### src/rtl/rv32i_types.sv
// rv32i_types: types shared across the RV32I pipeline front end.
//   fetch_pkt_t - one fetched instruction word together with its PC.
//                 Decode imports this when building instruction_info_reg_t.
package rv32i_types;

  typedef struct packed {
    logic [31:0] inst;
    logic [31:0] pc;
  } fetch_pkt_t;

endpackage

### src/rtl/inst_queue.sv
// inst_queue: circular instruction buffer between fetch and decode/dispatch.
// Accepts one {inst, pc} per cycle from the imem response and presents up to SS
// oldest entries per cycle, lane 0 oldest. A redirect (flush) discards everything.
//
// Ports
//   clk         clock, rising edge
//   rst         asynchronous active-low reset
//   enq_valid   imem response word present this cycle
//   enq_inst    instruction word
//   enq_pc      PC of the word
//   flush       redirect: drop all entries and this cycle's word
//   deq_ready   decode consumes every valid lane this cycle
//   deq_valid   per-lane valid, lane i valid when occupancy > i
//   deq_pkt     per-lane {inst, pc}
//   stall_inst  queue full; fetch must hold its PC
//   count       current occupancy
module inst_queue
  import rv32i_types::*;
#(
  parameter int unsigned DEPTH = 16,
  parameter int unsigned SS    = 2
) (
  input  logic                     clk,
  input  logic                     rst,
  input  logic                     enq_valid,
  input  logic [31:0]              enq_inst,
  input  logic [31:0]              enq_pc,
  input  logic                     flush,
  input  logic                     deq_ready,
  output logic [SS-1:0]            deq_valid,
  output fetch_pkt_t               deq_pkt [SS],
  output logic                     stall_inst,
  output logic [$clog2(DEPTH):0]   count
);

  localparam int unsigned PW = $clog2(DEPTH);
  localparam int unsigned CW = PW + 1;

  fetch_pkt_t      mem [DEPTH];
  logic [PW-1:0]   rd_ptr_q, rd_ptr_d;
  logic [PW-1:0]   wr_ptr_q, wr_ptr_d;
  logic [CW-1:0]   count_q, count_d;
  logic [CW-1:0]   pop_n;
  logic            enq_fire;

  assign count      = count_q;
  // Full check uses the registered count only: a same-cycle pop frees nothing.
  assign stall_inst = (count_q == CW'(DEPTH));

  always_comb begin
    enq_fire = enq_valid & ~stall_inst & ~flush;
    pop_n    = '0;
    if (deq_ready) begin
      pop_n = (count_q > CW'(SS)) ? CW'(SS) : count_q;
    end
    // pop_n never exceeds SS <= DEPTH/2, so truncation to pointer width is exact.
    rd_ptr_d = rd_ptr_q + pop_n[PW-1:0];
    wr_ptr_d = wr_ptr_q + {{(PW-1){1'b0}}, enq_fire};
    count_d  = count_q + {{(CW-1){1'b0}}, enq_fire} - pop_n;
    if (flush) begin
      rd_ptr_d = '0;
      wr_ptr_d = '0;
      count_d  = '0;
    end
  end

  always_ff @(posedge clk or negedge rst) begin
    if (!rst) begin
      rd_ptr_q <= '0;
      wr_ptr_q <= '0;
      count_q  <= '0;
    end else begin
      rd_ptr_q <= rd_ptr_d;
      wr_ptr_q <= wr_ptr_d;
      count_q  <= count_d;
    end
  end

  // Storage is intentionally not reset.
  always_ff @(posedge clk) begin
    if (enq_fire) begin
      mem[wr_ptr_q] <= '{inst: enq_inst, pc: enq_pc};
    end
  end

  // Lane index wraps by power-of-two truncation.
  always_comb begin
    for (int unsigned i = 0; i < SS; i++) begin
      deq_valid[i] = (count_q > CW'(i));
      deq_pkt[i]   = mem[PW'(rd_ptr_q + PW'(i))];
    end
  end

endmodule

### config.mk
export PLATFORM = sky130hd
export DESIGN_NAME = inst_queue
export DESIGN_NICKNAME = d
export VERILOG_FILES = /design/src/rtl/rv32i_types.sv /design/src/rtl/inst_queue.sv
export SDC_FILE = /design/constraint.sdc
export NUM_CORES = 2
export LEC_CHECK = 0
export CORE_MARGIN = 10
export CORE_UTILIZATION = 56
export DETAILED_ROUTE_END_ITERATION = 10
export HOLD_SLACK_MARGIN = 0.15
export PLACE_DENSITY = 0.79
export SETUP_SLACK_MARGIN = 0.4
export SYNTH_ARGS = -nofsm -noshare
export SYNTH_HDL_FRONTEND = slang
export SYNTH_SLANG_ARGS = --single-unit
### constraint.sdc
create_clock -name clk -period 11 [get_ports clk]
set_clock_uncertainty 0.05 [all_clocks]
set_input_delay 1.65 -clock clk [delete_from_list [all_inputs] [get_ports clk]]
set_output_delay 1.65 -clock clk [all_outputs]
set_load 0.02 [all_outputs]
==> results <==
- The flow ran to the end, and the final reports show no timing, DRC or antenna violations.
- The area of the mapped netlist is roughly 47000 um2.
- TritonCTS built the clock tree.
- The combinational family with the most area after synthesis is multiplexers.
- Power spread over the standard cell area amounts to around 230 nW/um2.
- In this run the most critical hold path is launched from wr_ptr_q[2].
- Setup repair after global routing left no endpoint under its margin.
- The number of placed instances with taps included is 3508.
- The slew at the pin with the worst max-slew slack is about 1.2 ns.
- Yosys attributes the largest share of cell area to sky130_fd_sc_hd__edfxtp_1 (65%), sky130_fd_sc_hd__mux4_2 (25%), sky130_fd_sc_hd__a22oi_1 (2.1%).
- After routing, the total negative slack on setup checks comes to 0 ns.
- In this run the horizontal extent of the chip is between 300 and 400 um.
- The endpoint kind of the worst setup timing path is a primary output.
- Of the total power, the clock network draws 0.289.
- The number of hold-slack violations in the final timing report is 0.
- Setup violations remaining at the end of the flow were counted as 0.
- In the global route stage, overall resource usage came out at 0.265.
- Of the total power, the share spent switching nets is 0.319.
- The count of nets left with antenna violations once routing finished came out at 0.
- The delay of the slowest cell on the worst path is about 1 ns.
- The simple-gate share of the synthesized area is 0.0307.
- The post-layout net count is between 2000 and 3000.
- The detailed router finished its first iteration with between 3000 and 4000 violations.
- The analysis attributes to net switching a power of around 3.8 mW.
- The hold slack is about 0.62 ns.
- The worst max-slew margin expressed relative to the limit is 0.188.
- The synthesized-area fraction occupied by ao, oa, aoi and oai cells was 0.0362.
- Of the total power, combinational logic draws 0.338.
- For this run, the register share of the synthesized area comes to 0.662.
- The share of total power dissipated in sequential elements is 0.373.
- The path class of the tightest hold or removal check is reg2reg.
- The sequential cells in the finished layout cover a total of between 30000 and 40000 um2.
- The startpoint identified for the worst register-to-register timing path is rd_ptr_q[0].
- The number of warnings issued by yosys is 0.
- The worst-path maximum fanout is 69.
- The number of gates resized after CTS was 0.
- For this run, design rule violations remaining after detail routing come to 0.
- CTS placed an instance of sky130_fd_sc_hd__clkbuf_16 at the clock tree root.
- Static timing analysis puts the maximum clock frequency at around 0.13 GHz.
- The maximum resistive drop on vdd is approximately 0.2 mV.
- Of all flip-flops after synthesis, the portion carrying an async set or reset was 0.0125.
- The routed layout has around 27000 vias.
- The clock-pin slew reported for the worst setup and hold paths after clock tree synthesis is about 0.060 ns.
- The standby leakage power is around 16 nW.
- The final max-slew violation count is 0.
- Counting flops with a built-in enable in the synthesized netlist gives between 1000 and 1500.
- Timing analysis after detailed placement gives a worst setup slack of just under 4 ns.
- The post-synthesis adder-cell area fraction is 0.00431.
- The shortest period the worst path allows is 7.73 ns.
- The via count of the first global-routing pass is between 20000 and 30000.
- The cell internal power dissipation is approximately 8 mW.
- The y dimension of the die is 310 um.
- The final instance count without filler cells is between 3000 and 4000.
- The end of the worst register-to-register path is rd_ptr_q[1].
- The global placer's final weighted congestion is a little under 0.8.
- The area of the placeable core is around 83000 um2.
- For this configuration, the core starts out at a cell density of 0.563.
- For the worst setup path, the data arrival time is between 6 and 7 ns.
- The number of different library cells used by synthesis comes to 37.
- In this design, the critical path's most frequently occurring cell is sky130_fd_sc_hd__buf_4.
- Port buffering added 204 buffers.
- For this run, the detailed router's first-pass iteration total came to 7.
- The first global-routing pass estimated between 150000 and 200000 um of wire.
- The signal on the critical path passes through buf_4 > buf_4 > buf_4 > mux4_2 > o21ai_0 > nand4_1 > clkdlybuf4s50_1.
- The library cell used most frequently in the layout, excluding fill and tap cells, is sky130_fd_sc_hd__edfxtp_1.
- STA classifies the critical path startpoint as a register.
- The worst path required time is around 9.3 ns.
- The number of vias per cell after detailed routing is slightly above 7.
- The completed layout was analyzed and its total power is around 12 mW.
- The end point of the most critical hold path is wr_ptr_q[2].
- Buffers inserted during clock tree synthesis total slightly above 100.
- After global routing the overflow that remains totals 0.
- Wires add up to 126000 um.
- The final worst-path cycle share is 0.702.
- The I/O pin count is ~210.
- The cell with the largest stage delay on the worst path is sky130_fd_sc_hd__dfrtp_4.
- The critical path is of the reg2out type.
- In the layout the commonest cells are sky130_fd_sc_hd__edfxtp_1 (1024), sky130_fd_sc_hd__mux4_2 (512), sky130_fd_sc_hd__clkdlybuf4s50_1 (204).
- Detailed placement ended at an HPWL of 65300 um.
- The total number of H-tree levels is 3.
- The number of sinks driven by the clock tree is approximately 1000.
- The post-synthesis xor/xnor area fraction is 0.00112.
- In this run the register-to-register setup slack is between 6 and 7 ns.
- After layout, the worst setup slack is 3.27 ns.
- The cell family contributing the most delay on the critical path is buffers and inverters.
- The dominant register cell in the synthesized netlist is sky130_fd_sc_hd__edfxtp_1.
- The initial antenna violation count came to 11.
- The number of cells on the worst reg-to-reg path is 5.
- The cell taking the most area after synthesis is sky130_fd_sc_hd__edfxtp_1.
- The hold-critical path depth is 2.
- In the final routed layout, each cell accounts on average for about 34 um.
- The multi-input logic area is 15100 um2.
- The largest net degree at the start of global routing is about 150.
- From synthesis to final layout, the design area changed by 13.7%.
- The number of fill cells is about 5300.
- After synthesis, the share of cell area in mux cells is 0.245.
- The floorplan has 106 rows.
- Buffers inserted to repair hold after CTS numbered 0.
- The synthesized area per cell is ~20 um2.
- The number of setup buffers added after CTS is 0.
- The synthesis-stage register bit count is 1037.
- The clock latency on the worst-skew pair is 0.67 ns.
- The largest buffer count on any clock path is 3.
- The share of Yosys cell area claimed by the top area cell type is 0.655.
- The share of final-layout standard cells stronger than drive strength 1 is 0.286.
- The floorplan step defined a die boundary enclosing approximately 96000 um2.
- Max-cap violations in this run came to 0.
- The instance count of the mapped netlist is 2352.
- Together, buffers and inverters on the worst path number 4.
sequential cells by signal (all words and copies together), names as in the netlist:
name,cells
mem,1024
wr_ptr_q,4
rd_ptr_q,4
count,5
logic make-up after synthesis:
group | count (synthesis)
buf+inv | 194
flops | 1037
compound gates | 269
xor+xnor | 6
fa+ha+maj | 15
mux | 512
other cells | 2
simple gates | 317
cell type report:
| cell class | instances | area share |
|---|---|---|
| flip-flops and latches | 1037 | 0.582 |
| multi-input cells | 1122 | 0.283 |
| clock buffers | 123 | 0.0498 |
| repair buffers | 260 | 0.0468 |
| well taps | 1080 | 0.0253 |
| clock inverters | 67 | 0.0127 |
| inverters | 9 | 0.000632 |
| diodes | 2 | 0.0000937 |
power groups by stage:
stage               Combinational, mW  Sequential, mW  Clock, mW
floorplan                        2.57            4.52          0
CTS                              4.08            4.49       3.51
detailed placement               4.04            4.57          0
finish                           4.07            4.49       3.47
global route                     4.28            4.50       3.66
global placement                 4.00            4.56          0
metrics by stage:
step | util | instance area [um2]
3_3_place_gp | 0.600 | 50100
2_1_floorplan | - | 47000
5_1_grt | 0.641 | 53400
6_report | 0.641 | 53400
4_1_cts | 0.640 | 53400
3_5_place_dp | 0.600 | 50100
Yosys cell counts, drive strengths merged, types with 2 or more instances:
cell       n
edfxtp  1024
mux4     512
nand2    195
a22oi    129
o21ai    129
buf      106
clkbuf    79
nand4     63
nor2      23
dfrtp     13
ha        13
nor2b     10
inv        9
nor3       7
a21oi      5
nand3      4
xor2       4
nand2b     3
nand3b     3
nor3b      3
a21o       2
a41o       2
conb       2
fa         2
or2        2
xnor2      2
per-layer routing:
layer  routed length (um)  part of all wire  track usage  vias up
met5                  107           0.00085            0        -
met3                15800              0.12       0.0654      285
met1                43100              0.34        0.346    13902
met2                63400              0.50        0.436     1931
li1                     -                 -            -    10500
met4                 4000             0.032       0.0914       16
worst max-delay path by stage:
stage | from | to | slack [ns] | depth (start not counted)
floorplan | flush | mem[0][0] | 3.61 | 4
global placement | rd_ptr_q[0] | deq_pkt[45] | 4.08 | 7
detailed placement | rd_ptr_q[0] | deq_pkt[45] | 3.89 | 7
CTS | rd_ptr_q[0] | deq_pkt[45] | 3.15 | 7
global route | rd_ptr_q[0] | deq_pkt[45] | 2.81 | 7
finish | rd_ptr_q[0] | deq_pkt[47] | 3.27 | 7
tightest hold or removal path, delay by kind of cell (launching register included):
kind	cells	cell delay [ns]
xor gates and xnor gates	1	0.09
DFF	1	0.46
and+or+nand+nor	1	0.08
(Power assumes the default switching activity.)
